`src/rtl/branch_predictor.sv`:
```
// Decode-stage branch predictor with a PC-indexed table of 2-bit saturating counters,
// plus the execute-stage resolution checker that trains the table and counts outcomes.
module branch_predictor #(
    parameter  int BHT_ENTRIES = 64,
    localparam int INDEX_W     = $clog2(BHT_ENTRIES)
) (
    input  logic        clk,
    input  logic        reset,
    input  logic [31:0] InstrD,
    input  logic [31:0] PCPlus4D,
    input  logic        StallD,
    input  logic        StallE,
    input  logic        BranchTakenE,
    input  logic [31:0] BranchTargetE,
    output logic        PCSrcD,
    output logic [31:0] PCBranchD,
    output logic        MissPredictionE,
    output logic [31:0] BranchReturnE,
    output logic [31:0] BranchCount,
    output logic [31:0] MissCount
);

    typedef enum logic [1:0] {
        CLS_OTHER = 2'd0,
        CLS_BR    = 2'd1,
        CLS_JAL   = 2'd2,
        CLS_JALR  = 2'd3
    } cls_t;

    logic [31:0]        pc_d;
    logic [INDEX_W-1:0] idx_d;
    cls_t               cls_d;
    logic [31:0]        imm_b;
    logic [31:0]        imm_j;
    logic [1:0]         ctr_d;
    logic               pred_taken_d;
    logic [31:0]        pred_target_d;

    logic [1:0]         bht_reg [BHT_ENTRIES];

    logic               valid_e_reg;
    cls_t               cls_e_reg;
    logic               pred_taken_e_reg;
    logic [INDEX_W-1:0] idx_e_reg;
    logic [31:0]        pc_plus4_e_reg;

    logic               miss_e;
    logic [31:0]        return_e;
    logic               retire_e;
    logic               train_en;
    logic [1:0]         ctr_e;
    logic [1:0]         ctr_next;
    logic [31:0]        branch_count_reg;
    logic [31:0]        miss_count_reg;

    // ---------------- Decode: classify, extract immediates, look up ----------------
    assign pc_d  = PCPlus4D - 32'd4;
    assign idx_d = pc_d[INDEX_W+1:2];
    assign imm_b = {{20{InstrD[31]}}, InstrD[7], InstrD[30:25], InstrD[11:8], 1'b0};
    assign imm_j = {{12{InstrD[31]}}, InstrD[19:12], InstrD[20], InstrD[30:21], 1'b0};
    assign ctr_d = bht_reg[idx_d];

    always_comb begin
        case (InstrD[6:0])
            7'b1100011: cls_d = CLS_BR;
            7'b1101111: cls_d = CLS_JAL;
            7'b1100111: cls_d = CLS_JALR;
            default:    cls_d = CLS_OTHER;
        endcase
    end

    always_comb begin
        pred_taken_d  = 1'b0;
        pred_target_d = PCPlus4D;
        case (cls_d)
            CLS_BR: begin
                pred_taken_d  = ctr_d[1];
                pred_target_d = pc_d + imm_b;
            end
            CLS_JAL: begin
                pred_taken_d  = 1'b1;
                pred_target_d = pc_d + imm_j;
            end
            default: begin
                pred_taken_d  = 1'b0;
                pred_target_d = PCPlus4D;
            end
        endcase
    end

    // A pending E mispredict owns the fetch redirect; the D instruction is wrong-path.
    assign PCSrcD    = pred_taken_d & ~MissPredictionE;
    assign PCBranchD = pred_target_d;

    // ---------------- D -> E pipeline register ----------------
    always_ff @(posedge clk or negedge reset) begin
        if (!reset) begin
            valid_e_reg      <= 1'b0;
            cls_e_reg        <= CLS_OTHER;
            pred_taken_e_reg <= 1'b0;
            idx_e_reg        <= '0;
            pc_plus4_e_reg   <= 32'd0;
        end else if (StallE) begin
            valid_e_reg      <= valid_e_reg;
        end else if (MissPredictionE || StallD) begin
            valid_e_reg      <= 1'b0;
            cls_e_reg        <= CLS_OTHER;
            pred_taken_e_reg <= 1'b0;
        end else begin
            valid_e_reg      <= 1'b1;
            cls_e_reg        <= cls_d;
            pred_taken_e_reg <= pred_taken_d;
            idx_e_reg        <= idx_d;
            pc_plus4_e_reg   <= PCPlus4D;
        end
    end

    // ---------------- Execute: resolution ----------------
    always_comb begin
        miss_e   = 1'b0;
        return_e = 32'd0;
        if (valid_e_reg) begin
            case (cls_e_reg)
                CLS_BR: begin
                    miss_e   = (pred_taken_e_reg != BranchTakenE);
                    return_e = (miss_e && BranchTakenE) ? BranchTargetE : pc_plus4_e_reg;
                end
                CLS_JALR: begin
                    // Indirect targets are never predicted, so every JALR recovers in E.
                    miss_e   = 1'b1;
                    return_e = BranchTargetE;
                end
                default: begin
                    miss_e   = 1'b0;
                    return_e = pc_plus4_e_reg;
                end
            endcase
        end
    end

    assign MissPredictionE = miss_e;
    assign BranchReturnE   = return_e;

    // ---------------- Training and statistics, once per instruction leaving E ----------------
    assign retire_e = valid_e_reg & ~StallE;
    assign train_en = retire_e & (cls_e_reg == CLS_BR);
    assign ctr_e    = bht_reg[idx_e_reg];

    always_comb begin
        if (BranchTakenE)
            ctr_next = (ctr_e == 2'b11) ? 2'b11 : ctr_e + 2'b01;
        else
            ctr_next = (ctr_e == 2'b00) ? 2'b00 : ctr_e - 2'b01;
    end

    always_ff @(posedge clk or negedge reset) begin
        if (!reset) begin
            for (int i = 0; i < BHT_ENTRIES; i++)
                bht_reg[i] <= 2'b01;
        end else if (train_en) begin
            bht_reg[idx_e_reg] <= ctr_next;
        end
    end

    always_ff @(posedge clk or negedge reset) begin
        if (!reset) begin
            branch_count_reg <= 32'd0;
            miss_count_reg   <= 32'd0;
        end else if (retire_e) begin
            if (cls_e_reg == CLS_BR)
                branch_count_reg <= branch_count_reg + 32'd1;
            if (miss_e)
                miss_count_reg   <= miss_count_reg + 32'd1;
        end
    end

    assign BranchCount = branch_count_reg;
    assign MissCount   = miss_count_reg;

endmodule
```
`config.mk`:
```
export PLATFORM = sky130hd
export DESIGN_NAME = branch_predictor
export DESIGN_NICKNAME = d
export VERILOG_FILES = /design/src/rtl/branch_predictor.sv
export SDC_FILE = /design/constraint.sdc
export NUM_CORES = 1
export LEC_CHECK = 0
export ABC_AREA = 1
export BUFFER_PORTS_ARGS = -buffer_cell sky130_fd_sc_hd__buf_4
export CORE_UTILIZATION = 59
export CTS_CLUSTER_SIZE = 40
export DETAILED_ROUTE_END_ITERATION = 16
export HOLD_SLACK_MARGIN = 0.08
export PLACE_DENSITY_LB_ADDON = 0.3
export SKIP_LAST_GASP = 1
export SYNTH_ARGS = -nofsm -noshare
export SYNTH_HDL_FRONTEND = slang
export SYNTH_SLANG_ARGS = --single-unit
export TNS_END_PERCENT = 30
```
`constraint.sdc`:
```
create_clock -name clk -period 7.45 [get_ports clk]
set_clock_uncertainty 0.1 [all_clocks]
set_input_delay 1.49 -clock clk [delete_from_list [all_inputs] [get_ports clk]]
set_output_delay 1.49 -clock clk [all_outputs]
set_load 0.02 [all_outputs]
```
# Word level (Yosys, flattened, before mapping)
# Cells that the tools add are included.
# op_classes
addsub,7
n_lt_le_gt_ge,3
eq_ne,9
n_mux,23
n_bitwise,8
reduce_logical,7
# op_table
cell,count
128-bit bitwise mux,1
32-bit one-hot mux with 2 select lines,2
32-bit by 1-bit adder with 32-bit output (second input constant),2
32-bit adder,2
32-bit 2-to-1 mux,2
32-bit by 3-bit subtractor with 32-bit output (second input constant),1
2-bit binary-select mux with 6-bit select,2
7-bit == test (second input constant),3
2-bit 2-to-1 mux,9
7-bit >= comparator (second input constant),2
6-bit NOT with 7-bit output,2
2-bit demux with 6-bit select,1
7-bit by 1-bit < comparator with 1-bit output (second input constant),1
2-bit == test (second input constant),3
2-bit one-hot mux with 3 select lines,1
2-bit AND reduction,3
2-bit by 1-bit == test with 1-bit output (second input constant),2
1-bit one-hot mux with 2 select lines,2
1-bit AND,3
1-bit 2-to-1 mux,3
1-bit NOT,3
2-bit by 1-bit adder with 2-bit output (second input constant),1
1-bit logical AND,2
2-bit zero test,1
other kinds (3),3
# totals
reg_bits,234
elab_cells,128

# Logic depth before layout (Yosys ltp)
# Gate-level depths: netlist of run 1.
# depth
depth_word,8
ltp_mapped,23

# Worst setup path before layout of run 1
# Ideal clock, no wire load.
# synth_timing
path_kind,input-to-output
start,input port PCPlus4D[2]
end,output port PCBranchD[23]
arrival_ps,4826
required_time_ps,5860
path_slack_ps,1034
path_stages,20
path_cell_list,buf_2 -> inv_2 -> clkbuf_1 -> ha_1 -> inv_1 -> nor3_1 -> nand4_1 -> nor2_1 -> nand3_1 -> nor2_1 -> xor2_1 -> inv_1 -> ha_1 -> a21oi_1 -> o21ai_0 -> o21bai_1 -> inv_1 -> nand2_1 -> xnor2_1 -> o21ai_0
# synth_via
elab_chain_cells,3
word_cells_on_any_way,4
cone_classes,add/sub: 3; mux: 1
# synth_rtl
element,line_no,source
from (decl),10,"input logic [31:0] PCPlus4D,"
32-bit by 3-bit subtractor with 32-bit output (*),57,assign pc_d = PCPlus4D - 32'd4;
via pc_d[2],30,logic [31:0] pc_d;
"32-bit adder, on equally long branches","82, 78",
32-bit one-hot mux with 2 select lines (*),75,case (cls_d)
to (decl),16,"output logic [31:0] PCBranchD,"
# Mark *: on every way through the listed nets, which the timed path passes. The rest lies on a longest branch.

# Worst setup path in the final report of run 1
# layout_timing
start,input port PCPlus4D[2]
end,output port PCBranchD[19]
# layout_via
elab_chain_cells,3
word_cells_on_any_way,4
cone_classes,add/sub: 3; mux: 1
# layout_rtl
element,line_no
32-bit by 3-bit subtractor with 32-bit output (*),57
"32-bit adder, on equally long branches","82, 78"
32-bit one-hot mux with 2 select lines (*),75
# Every way passes the cells marked *; elsewhere a longest branch is shown, timed or not.

==> results of run 1 <==
[power by group]
group	internal [W]	leakage (nW)	switching, W
sequential	0.00133	2.75	0.0000601
combinational	0.000239	6.33	0.000578
clock	0.000774	0.440	0.000537
total	0.00234	9.52	0.00118
[metrics by stage]
stage          setup WS, ps  area (um2)  total power (W)  instances
5_1_grt               199.7       18800         0.003650       2984
6_report              624.7       18800         0.003515       2984
3_3_place_gp          786.3       17900         0.002186       2927
3_5_place_dp          712.4       17900         0.002194       2927
2_1_floorplan          1034       16070         0.001906       2431
4_1_cts               708.2       18780         0.003497       2977
[worst register-to-register path, delay by kind of cell, from the launching register on]
kind / cells / cell delay [ps]
simple gates: 12 / 1700
flops: 1 / 720
buf+inv: 3 / 1540
[cells in the final DEF, fill, tap and decap left out, types with 4 or more instances in the layout]
cell type  instances
nor2_2             6
clkbuf_8           7
clkbuf_16         27
clkbuf_1           7
nor2_1           177
dfrtp_1          169
nor3_1           123
diode_2            7
o21a_1             4
or2_2             14
nand2_2            6
inv_2              6
nand3_1          194
o22ai_1            5
nand3_2            4
clkinv_1           5
xor2_1            66
o21ai_0          117
a21oi_1           36
nor4_1            13
xnor2_1           22
nand4_1           27
o21bai_1           4
buf_4            244
ha_1              40
nand3b_1           5
clkinv_2           6
inv_1            204
nand2_1         1010
nor3_2             4
dfstp_2           64
[metal layers]
| metal | GRT usage, % | vias up |
|---|---|---|
| li1 | - | 8093 |
| met1 | 48.57 | 7905 |
| met2 | 61.14 | 953 |
| met3 | 5.608 | 204 |
| met4 | 18.76 | 0 |
| met5 | 0 | - |
[cell type report]
class,instances,area [um2]
timing repair buffer,246,1867
clock inverter,9,83.83
clock buffer,41,798.3
multi-input combinational,1890,8856
antenna,7,17.52
inverter,216,812.0
fill,2247,8003
tap,341,426.7
sequential,234,5937
[worst min-delay path by stage]
stage | from | endpoint | slack (ps) | depth (start not counted)
floorplan | pc_plus4_e_reg[0]$_DFFE_PN0P_ | pc_plus4_e_reg[0]$_DFFE_PN0P_ | 340 | 2
global placement | pc_plus4_e_reg[31]$_DFFE_PN0P_ | pc_plus4_e_reg[31]$_DFFE_PN0P_ | 350 | 2
detailed placement | pc_plus4_e_reg[31]$_DFFE_PN0P_ | pc_plus4_e_reg[31]$_DFFE_PN0P_ | 350 | 2
CTS | bht_reg[56]$_DFFE_PN1P_ | bht_reg[56]$_DFFE_PN1P_ | 370 | 2
global route | bht_reg[0]$_DFFE_PN1P_ | bht_reg[0]$_DFFE_PN1P_ | 380 | 2
finish | bht_reg[56]$_DFFE_PN1P_ | bht_reg[56]$_DFFE_PN1P_ | 360 | 2
[cell families (layout without fill, tap and decap cells)]
family / after synthesis / count (layout) / synth area share, %
AO/OA/AOI/OAI: 171 / 171 / 5.622
other: 0 / 7 / 0
XOR/XNOR: 88 / 88 / 4.797
buffers and inverters: 307 / 512 / 7.989
AND/OR/NAND/NOR: 1590 / 1590 / 41.41
adder cells (fa/ha/maj): 41 / 41 / 3.239
flip-flops: 234 / 234 / 36.94
==> impl_summary.md, run 1 <==
Timing
The highest achievable clock rate is 0.1465 GHz. The setup TNS is 0 ps. The total count of hold-check failures in the final report is 0. In the finished design, the share of the clock period the worst path needs comes to 91.61%. For the pin with the worst max-slew slack, the measured transition is 1175 ps. The worst-case headroom to the max-slew limit is 21.57%.

The number of pins exceeding their max-slew limit in the final report came to 0. Setup violations remaining at the end of the flow were counted as 0. The final critical delay including setup and external delays is 6825 ps. Setup repair after global routing left no endpoint under its margin. Hold is met by 363.3 ps.

Clock network
TritonCTS built the clock tree. The number of buffers between clock root and the deepest sink is 3. In this run the post-CTS setup repair buffer count came out at 0. The cell at the root of the clock tree is clkbuf_16. The total of hold buffers inserted after clock tree synthesis is 0. The clock insertion delay at the later pin of the skew report is 550 ps. The post-cts resize count is 0. The count of H-tree levels built during CTS is 1. The clock-pin transition on the worst setup and hold timing paths is 60 ps. The number of buffers inserted during clock tree synthesis is 27.

The number of clock sinks seen by CTS is 234.

Place
The number of port buffers is 230. The sum of net half-perimeters after detailed placement is 37350 um. The congestion estimate from routability-driven global placement came to 0.9797.

Drt
Before antenna repair, the detailed router went through 6 iterations. The total DRC errors in the routed layout is 0. After detailed routing, the average wire length per cell comes to 17.61 um. The residual antenna-violating net count after detailed routing is 0. The detailed router finished its first iteration with 1747 violations. The met1 routed wirelength after detailed routing is 20670 um. The total number of vias is 17160. Dividing the detail-routed via count by the number of cells gives 5.749.

After detailed routing, the met3 layer carries 4831 um of wire. The total wire length is 52560 um. The highest metal layer with signal wires is met4. Summed over all nets, wire length on met2 after detailed routing comes to 24390 um.

Global routing
Global routing finished with a remaining overflow of 0. The via count of the first global-routing pass is 15940. For this run, the total global-route usage over all layers was measured as 37.45%. The largest net degree at the start of global routing is 142.

The global-route wire length before repair is 83330 um. The number of antenna violations at the first check in global routing is 7.

Job
The number of max-cap violations is 0.

Critical path
The worst reg2reg path depth is 15. The critical path goes through buf_4 > inv_2 > ha_1 > inv_1 > nor3_1 > nand4_1 > nor2_1 > nand3_1 > xor2_1 > inv_1 > ha_1 > a21oi_1 > a21boi_0 > nand2_1 > o21bai_1 > or2_2 > nand3_1 > o21ai_0 > buf_4. The family with the most delay on the worst path is simple AND/OR/NAND/NOR gates.

The startpoint identified for the worst register-to-register timing path is idx_e_reg[1]$_DFFE_PN0P_. For this run, the slowest stage of the critical path takes 360 ps. The destination of the worst register-to-register timing path is bht_reg[79]$_DFFE_PN0P_.

The worst-path maximum fanout is 36. The critical path depth in cells is 19. In this run the worst setup path terminates at PCBranchD[19]. STA classifies the critical path startpoint as an input port. The kind of capture point of the worst setup path is an output port.

The worst-path cell with the longest stage delay is a21boi_0. For the worst setup path, the data arrival time is 5240 ps. The slack of the worst reg-to-reg path is 3320 ps.

In this run the worst setup path begins at PCPlus4D[2]. The critical path is of the input port to output port type. STA puts the critical path data required time at 5860 ps.

The number of buffer and inverter stages on the critical path is 5.

Floorplan
The initial utilization of the core area, before any placement, comes to 59.95%. Row generation in the floorplan step produced 60 rows. The die width is 167.0 um. The floorplan die area is 27900 um2. The area of the core is 26800 um2. The boundary pin count is 231. The floorplan step set the die height to 167.0 um.

Power and ir drop
VDD sags by at most 0.2114 mV. The leakage power total is 9.522 nW. Dividing total power by cell area gives a power density of 187.0 nW/um2.

Logic synthesis
The biggest area contributor in the post-synthesis netlist is dfrtp_1. After synthesis, the most frequently instantiated cells are 1010 x nand2_1, 205 x inv_1, 194 x nand3_1, 178 x nor2_1, 170 x dfrtp_1. The number of nets handed over by synthesis was 2573. Yosys mapped a number of flops with a built-in enable equal to 0. The share of the yosys chip area belonging to registers is 36.94%. In the post-synthesis netlist, the cell with the most instances is nand2_1.

The flip-flop cell with the highest count after synthesis is dfrtp_1. The synthesized netlist occupies a cell area of 16070 um2. Synthesis handed over a netlist of 2431 instances.

The post-synthesis area per instance is 6.610 um2. Of all flip-flops after synthesis, the portion carrying an async set or reset was 100.0%. In this run, synthesis produced a sequential element count of 234. The area share of the leading cell type in the synthesized netlist is 26.48%. For this run, the number of Yosys warnings is 0. The number of different library cells used by synthesis comes to 39. Sorting the synthesized cells by area gives the leading types as dfrtp_1 26%, nand2_1 24%, dfstp_2 10%.

Final layout
The post-route core utilization is 70.14%. The register with the most flip-flops in the layout has 128 of them. Of the cells placed in the final design, the portion with a size suffix greater than 1 is 15.29%. The synthesis-to-layout area growth is 16.99%. The net total in the final layout is 2757.

Hold path
The path class of the tightest hold or removal check is flop to flop.

Status
The run finished with clean final reports.
Power figures use the tool's default switching activity.
==> run 2: changes to the inputs <==
--- a/config.mk
+++ b/config.mk
@@ -7,8 +7,8 @@
 export LEC_CHECK = 0
 export ABC_AREA = 1
 export BUFFER_PORTS_ARGS = -buffer_cell sky130_fd_sc_hd__buf_4
-export CORE_UTILIZATION = 59
-export CTS_CLUSTER_SIZE = 40
+export CORE_UTILIZATION = 50
+export CTS_CLUSTER_SIZE = 20
 export DETAILED_ROUTE_END_ITERATION = 16
 export HOLD_SLACK_MARGIN = 0.08
 export PLACE_DENSITY_LB_ADDON = 0.3
==> constraint.sdc (replaced) <==
create_clock -name clk -period 7.6 [get_ports clk]
set_clock_uncertainty 0.1 [all_clocks]
set_input_delay 1.52 -clock clk [delete_from_list [all_inputs] [get_ports clk]]
set_output_delay 1.52 -clock clk [all_outputs]
set_load 0.02 [all_outputs]
==> run 2 against run 1 <==
Effect of this change:
- count of clock-buffer cells in the layout is 6 higher
- worst hold slack better by 1.9 ps
- sequential share of layout area is 0.13 points lower
- clock power hardly changed
- register-to-register slack better by 520 ps
- flip-flop and latch count stayed put
- via count is 1.8% lower
- critical path depth stayed put
- first-iteration DRC count is 3.2% lower
- sequential power hardly changed
- final cell count is 2.0% higher
- global-route usage is 5.7 points lower
- critical path type unchanged
- critical endpoint is now PCBranchD[15]
==> impl_summary.md, run 2 (synthesized netlist as in run 1, its figures left out) <==
Floorplan
The row count is 65. The die is 181.3 um tall. The die width is 181.3 um. The boundary pin count is 231. The area of the core is 31560 um2.

The floorplan die area is 32860 um2. The effective utilization at floorplan is 50.92%.

Clock network
The longest clock path from root to sink contains 3 buffers. The number of setup buffers added after CTS is 0. In this run, CTS created clock tree buffers numbering 27.

Clock-pin slew was measured on the worst setup and hold paths at 60 ps. TritonCTS built the clock tree. The later pin in the worst-skew pair is clocked with a latency of 570 ps. CTS built an H-tree with a depth of 1. The clock drives 234 sinks. The post-cts resize count is 0. After clock tree synthesis, the flow added hold-fix buffers numbering 0.

The cell sitting at the root of the clock tree is a clkbuf_16.

Global routing
For this run, the total global-route usage over all layers was measured as 31.74%. Entering global routing, the biggest net connects 137 pins. The number of antenna violations at the first check in global routing is 6.

The global routing stage identified its most utilized layer as met2. For this run, global-route usage on met1 was measured as 43.12%. In the global route stage, met3 resource usage came out at 4.213%. The via count of the first global-routing pass is 15760. Global routing finished with a remaining overflow of 0. The met2 layer usage reported by global route is 51.57%. The first global-routing pass estimated 83720 um of wire.

Critical path
By startpoint and endpoint, the worst setup path is classified as input port to output port. STA puts the critical path data arrival time at 5540 ps. The critical register-to-register path startpoint is idx_e_reg[0]$_DFFE_PN0P_. The worst reg2reg path depth is 17. The critical path data required time is 5980 ps. The slack of the worst reg-to-reg path is 3840 ps. The worst-path maximum fanout is 13.

The kind of capture point of the worst setup path is an output port. The worst register-to-register path ends at bht_reg[49]$_DFFE_PN0P_. The worst setup path is launched from an input port.

Timing
The number of setup violations in the final report is 0. For this run, the top clock speed supported by timing is 0.1398 GHz. The final critical delay including setup and external delays is 7156 ps. Setup repair after global routing left no endpoint under its margin.

The number of pins exceeding their max-slew limit in the final report is 0. The worst pin sits at a relative slew slack of 19.92%. Of the available clock period, the critical path in the final layout requires 94.15%.

The total count of hold-check failures in the final report is 0. The setup TNS is 0 ps. The worst-margin pin slew is 1200 ps.

Place
The HPWL after detailed placement is 36940 um. Input and output buffers added on the ports amount to 230. Once placement finished, the instance area stood at 17980 um2. The placer's final routability congestion estimate is 1.019.

Hold path
The type of the tightest min-delay check is flop to flop. The terminating pin of the worst hold path is bht_reg[36]$_DFFE_PN1P_. The worst hold path was traced through 2 stages. In this run the most critical hold path is launched from bht_reg[36]$_DFFE_PN1P_.

Drt
The total DRC errors in the routed layout is 0. The pre-antenna-repair detailed-routing pass consisted of 8 iterations. The detailed-route wire length per cell is 17.18 um. The final layout contains routed wiring with a total length of 52310 um. The iteration-0 DRC count of the detailed router is 1691.

The total number of vias is 16850. Dividing the detail-routed via count by the number of cells gives 5.532. The residual antenna-violating net count after detailed routing is 0.

Final layout
The register with the most flip-flops in the layout has 128 of them. In the layout the commonest cells are 1010 x nand2_1, 245 x buf_4, 204 x inv_1, 194 x nand3_1, 177 x nor2_1. Cells with a size suffix above 1 make up 15.09% of the layout. The synthesis-to-layout area growth is 17.47%. The net total in the final layout is 2758. The commonest non-fill, non-tap cell in the layout is nand2_1. The finished cells cover 18880 um2.

The filler cells instantiated in the layout total 2979.

Power and ir drop
The analysis attributes to cell leakage a power of 9.511 nW. The worst vdd rail ir drop is 0.2051 mV. The power per cell area is 183.2 nW/um2.

Job
The number of max-cap violations is 0.

Status
The run finished with clean final reports.
run 2: worst max path at each step:
stage	from	end	slack, ps	depth (start not counted)
after floorplan	PCPlus4D[2]	PCBranchD[23]	1120	20
after global placement	InstrD[3]	PCBranchD[15]	570	19
after detailed placement	InstrD[3]	PCBranchD[15]	540	19
after CTS	InstrD[3]	PCBranchD[15]	540	19
after global routing	InstrD[6]	PCBranchD[15]	150	20
final	InstrD[3]	PCBranchD[15]	440	19
run 2: layer usage:
layer	part of all wire, %	vias to the layer above
met4	3.0	0
met1	42	7904
met5	0	-
li1	-	8068
met3	8.5	107
met2	46	766
run 2: through the flow:
stage / setup WS (ps) / std cells / utilization, % / hold WS, ps / total power [W]
5_1_grt: 146.6 / 3045 / 59.82 / 380.7 / 0.003604
4_1_cts: 536.8 / 3039 / 59.77 / 367.9 / 0.003457
3_3_place_gp: 567.8 / 2989 / 56.99 / 347.8 / 0.002153
6_report: 444.5 / 3045 / 59.82 / 365.2 / 0.003458
3_5_place_dp: 537.8 / 2989 / 56.99 / 353.8 / 0.002158
2_1_floorplan: 1124 / 2431 / - / 336.7 / 0.001868
run 2: final cells by class:
cell class,count,area [um2],share of cell area [%]
timing repair buffer,247,1874,9.930
antenna,6,15.01,0.07954
clock inverter,3,57.56,0.3049
sequential,234,5937,31.45
clock buffer,47,820.8,4.348
multi-input combinational,1890,8856,46.92
tap,402,503.0,2.665
inverter,216,812.0,4.302
run 2: critical path, cell delays in order:
cell,delay (ps)
buf_4,110
nor4_1,450
inv_1,120
ha_1,370
inv_1,490
nand2_1,100
nand2_1,90
ha_1,200
inv_1,70
fa_1,400
o21ai_0,420
nand2_1,100
nand2_1,160
nand3_1,100
nand2_1,190
or2_2,150
nand3_1,60
o21ai_0,200
buf_4,230
run 2: power by group:
part / internal (W) / leakage, nW / total [W] / switching (W)
logic: 0.000235 / 6.34 / 0.000802 / 0.000567
registers: 0.00130 / 2.75 / 0.00136 / 0.0000555
clock network: 0.000764 / 0.423 / 0.00130 / 0.000536
total: 0.00230 / 9.51 / 0.00346 / 0.00116
==> run 3: changes to the inputs <==
--- a/config.mk
+++ b/config.mk
@@ -6,7 +6,7 @@
 export NUM_CORES = 1
 export LEC_CHECK = 0
 export ABC_AREA = 1
-export BUFFER_PORTS_ARGS = -buffer_cell sky130_fd_sc_hd__buf_4
+export BUFFER_PORTS_ARGS = -buffer_cell sky130_fd_sc_hd__buf_2
 export CORE_UTILIZATION = 50
 export CTS_CLUSTER_SIZE = 20
 export DETAILED_ROUTE_END_ITERATION = 16
==> constraint.sdc (replaced) <==
create_clock -name clk -period 7.5 [get_ports clk]
set_clock_uncertainty 0.1 [all_clocks]
set_input_delay 1.5 -clock clk [delete_from_list [all_inputs] [get_ports clk]]
set_output_delay 1.5 -clock clk [all_outputs]
set_load 0.02 [all_outputs]
==> run 3 against run 2 <==
Effect of this change:
- clock power barely moved
- core utilization down 1.8 points
- critical path depth increased by 3
- non-clock buffer count unchanged
- final cell count about the same
- largest cell class unchanged
- highest routed layer unchanged
==> impl_summary.md, run 3 (synthesized netlist as in run 1, its figures left out) <==
Status
The run finished with clean final reports.

Place
The number of port buffers is 230. The sum of net half-perimeters after detailed placement is 37290 um. Routability-driven placement finished with a final weighted congestion of 0.9976.

The total placed instance area is 17410 um2.

Final layout
In the final layout, the share of cells above drive strength 1 is 15.13%. With fillers left out, the area of the finished cells amounts to 18310 um2. In the layout the commonest cells are 1010 x nand2_1, 229 x buf_2, 204 x inv_1, 194 x nand3_1, 177 x nor2_1.

The net total in the final layout is 2758. The sequential cell area is 5937 um2. The flip-flop count of the largest register after layout is 128. The filler cells instantiated in the layout total 3079. The synthesis-to-layout area growth is 13.94%. The multi-input combinational cells in the finished layout cover a total of 8856 um2. The commonest non-fill, non-tap cell in the layout is nand2_1.

Floorplan
The floorplan has 65 rows. The area of the core is 31560 um2. In this run the vertical extent of the chip is 181.3 um. The boundary pin count is 231. The effective utilization at floorplan is 50.92%.

The floorplan die area is 32860 um2. The die is 181.3 um wide.

Power and ir drop
The switching power is 0.001172 W. Per report_power, the sequential group accounts for 39.3% of the total. The leakage power total is 9.380 nW. The worst vdd rail ir drop is 0.2191 mV. In this run switching power makes up 33.70% of total power. The clock network accounts for 38.1% of the total power. The part of the total power dissipated in combinational logic is 22.5%. The power per cell area is 190.0 nW/um2. The internal portion of the total power is 0.002306 W.

Timing
The worst path uses 92.38% of the clock period. The number of pins exceeding their max-slew limit in the final report was 0. The final critical delay including setup and external delays is 6928 ps. The highest achievable clock rate is 0.1443 GHz.

The worst-case headroom to the max-slew limit is 43.02%. The setup TNS is 0 ps. Setup repair after global routing left no endpoint under its margin.

The number of setup violations in the final report is 0. The worst-margin pin slew is 849.4 ps. The total count of hold-check failures in the final report is 0.

Clock network
The clock-pin transition on the worst setup and hold timing paths is 60 ps. The number of hold buffers added after CTS was 0. TritonCTS built the clock tree.

In this run, CTS created clock tree buffers numbering 27. The cell at the root of the clock tree is clkbuf_16. CTS built an H-tree with a depth of 1. The tree built by TritonCTS fans out to 234 sinks.

The count of buffers added by post-CTS timing repair for setup is 0. The clock reaches the later pin of the worst-skew pair after 570 ps. The number of buffers between clock root and the deepest sink is 3. Post-CTS repair changed the size of 0 cells.

Global routing
The global-route total usage across every layer is 31.94%. The number of antenna violations at the first check in global routing is 5. The via count of the first global-routing pass is 15920. The largest net degree at the start of global routing is 142.

The sum of overflow across all layers after global routing is 0. The global-route wire length before repair is 84460 um.

Critical path
The worst-path maximum fanout is 5. Data arrives at the worst endpoint at 5330 ps. At the worst endpoint, the required time is 5900 ps.

STA classifies the critical path endpoint as an output port. The kind of start point of the critical path is an input port. The critical path is of the input port to output port type.

Drt
The first detailed-routing pass ran for 6 iterations. In the routed layout, each cell is associated on average with a via count of 5.487. After the first detailed-routing iteration, the DRC count stood at 1666.

The residual antenna-violating net count after detailed routing is 0. The total wire length is 52540 um. The detailed-route wire length per cell is 17.26 um. The routed layout has 16700 vias. The total DRC errors in the routed layout is 0.

Job
The number of max-cap violations is 0.

Hold path
The tightest min-delay check is of the flop to flop type.
run 3: area by class of cell:
cell class / count / area share [%]
multi-input cells: 1890 / 48.37
flip-flops and latches: 234 / 32.43
repair buffers: 247 / 7.108
clock buffers: 47 / 4.538
inverters: 216 / 4.435
well taps: 402 / 2.747
clock inverters: 3 / 0.3007
diodes: 5 / 0.06834
run 3: power groups by stage:
stage	sequential, W	combinational, W	clock [W]
CTS	0.00137	0.000770	0.00135
detailed placement	0.00139	0.000768	0
finish	0.00137	0.000784	0.00133
global placement	0.00138	0.000763	0
floorplan	0.00137	0.000519	0
global route	0.00137	0.000860	0.00140
run 3: per-stage QoR:
step	util, %	hold slack, ps	worst slack, ps	instances	power [W]
after CTS	57.98	369.0	601.1	3039	0.003486
after floorplan	-	336.7	1064	2431	0.001893
after global placement	55.17	353.0	707.7	2989	0.002148
after detailed placement	55.17	358.4	671.1	2989	0.002155
after global routing	58.02	381.1	200.2	3044	0.003631
final	58.02	367.4	571.8	3044	0.003478
run 3: critical path, cell delays in order:
cell and delay (ps):
buf_2 120, inv_1 90, ha_1 180, inv_1 60, nor3_1 410, nand4_1 290
nor2_1 200, nand4_1 170, nor2_1 150, xor2_1 270, inv_1 80, ha_1 380
nand2_1 110, nor2_1 370, nand2_1 100, nor4_1 190, nand2_1 120, nand3_1 80
nand2_1 60, nand3_1 90, o21ai_0 130, buf_2 190
run 3: per-layer routing:
metal  track usage (%)  up-vias  share of wire, %
met5                 0        -                 0
met4             12.88        0               3.7
met3             5.765      128               8.7
met2             51.57      757                46
met1             42.29     7738                41
li1                  -     8078                 -
run 3: final timing paths:
check	from	endpoint	slack, ps	depth (start not counted)
setup / recovery	PCPlus4D[3]	PCBranchD[25]	570	22
hold / removal	bht_reg[36]$_DFFE_PN1P_	bht_reg[36]$_DFFE_PN1P_	370	2
setup reg to reg	idx_e_reg[0]$_DFFE_PN0P_	bht_reg[63]$_DFFE_PN0P_	3290	18
hold reg to reg	bht_reg[36]$_DFFE_PN1P_	bht_reg[36]$_DFFE_PN1P_	370	2
max in group asynchronous	reset	bht_reg[117]$_DFFE_PN0P_	5250	2
min in group asynchronous	reset	pc_plus4_e_reg[30]$_DFFE_PN0P_	810	1
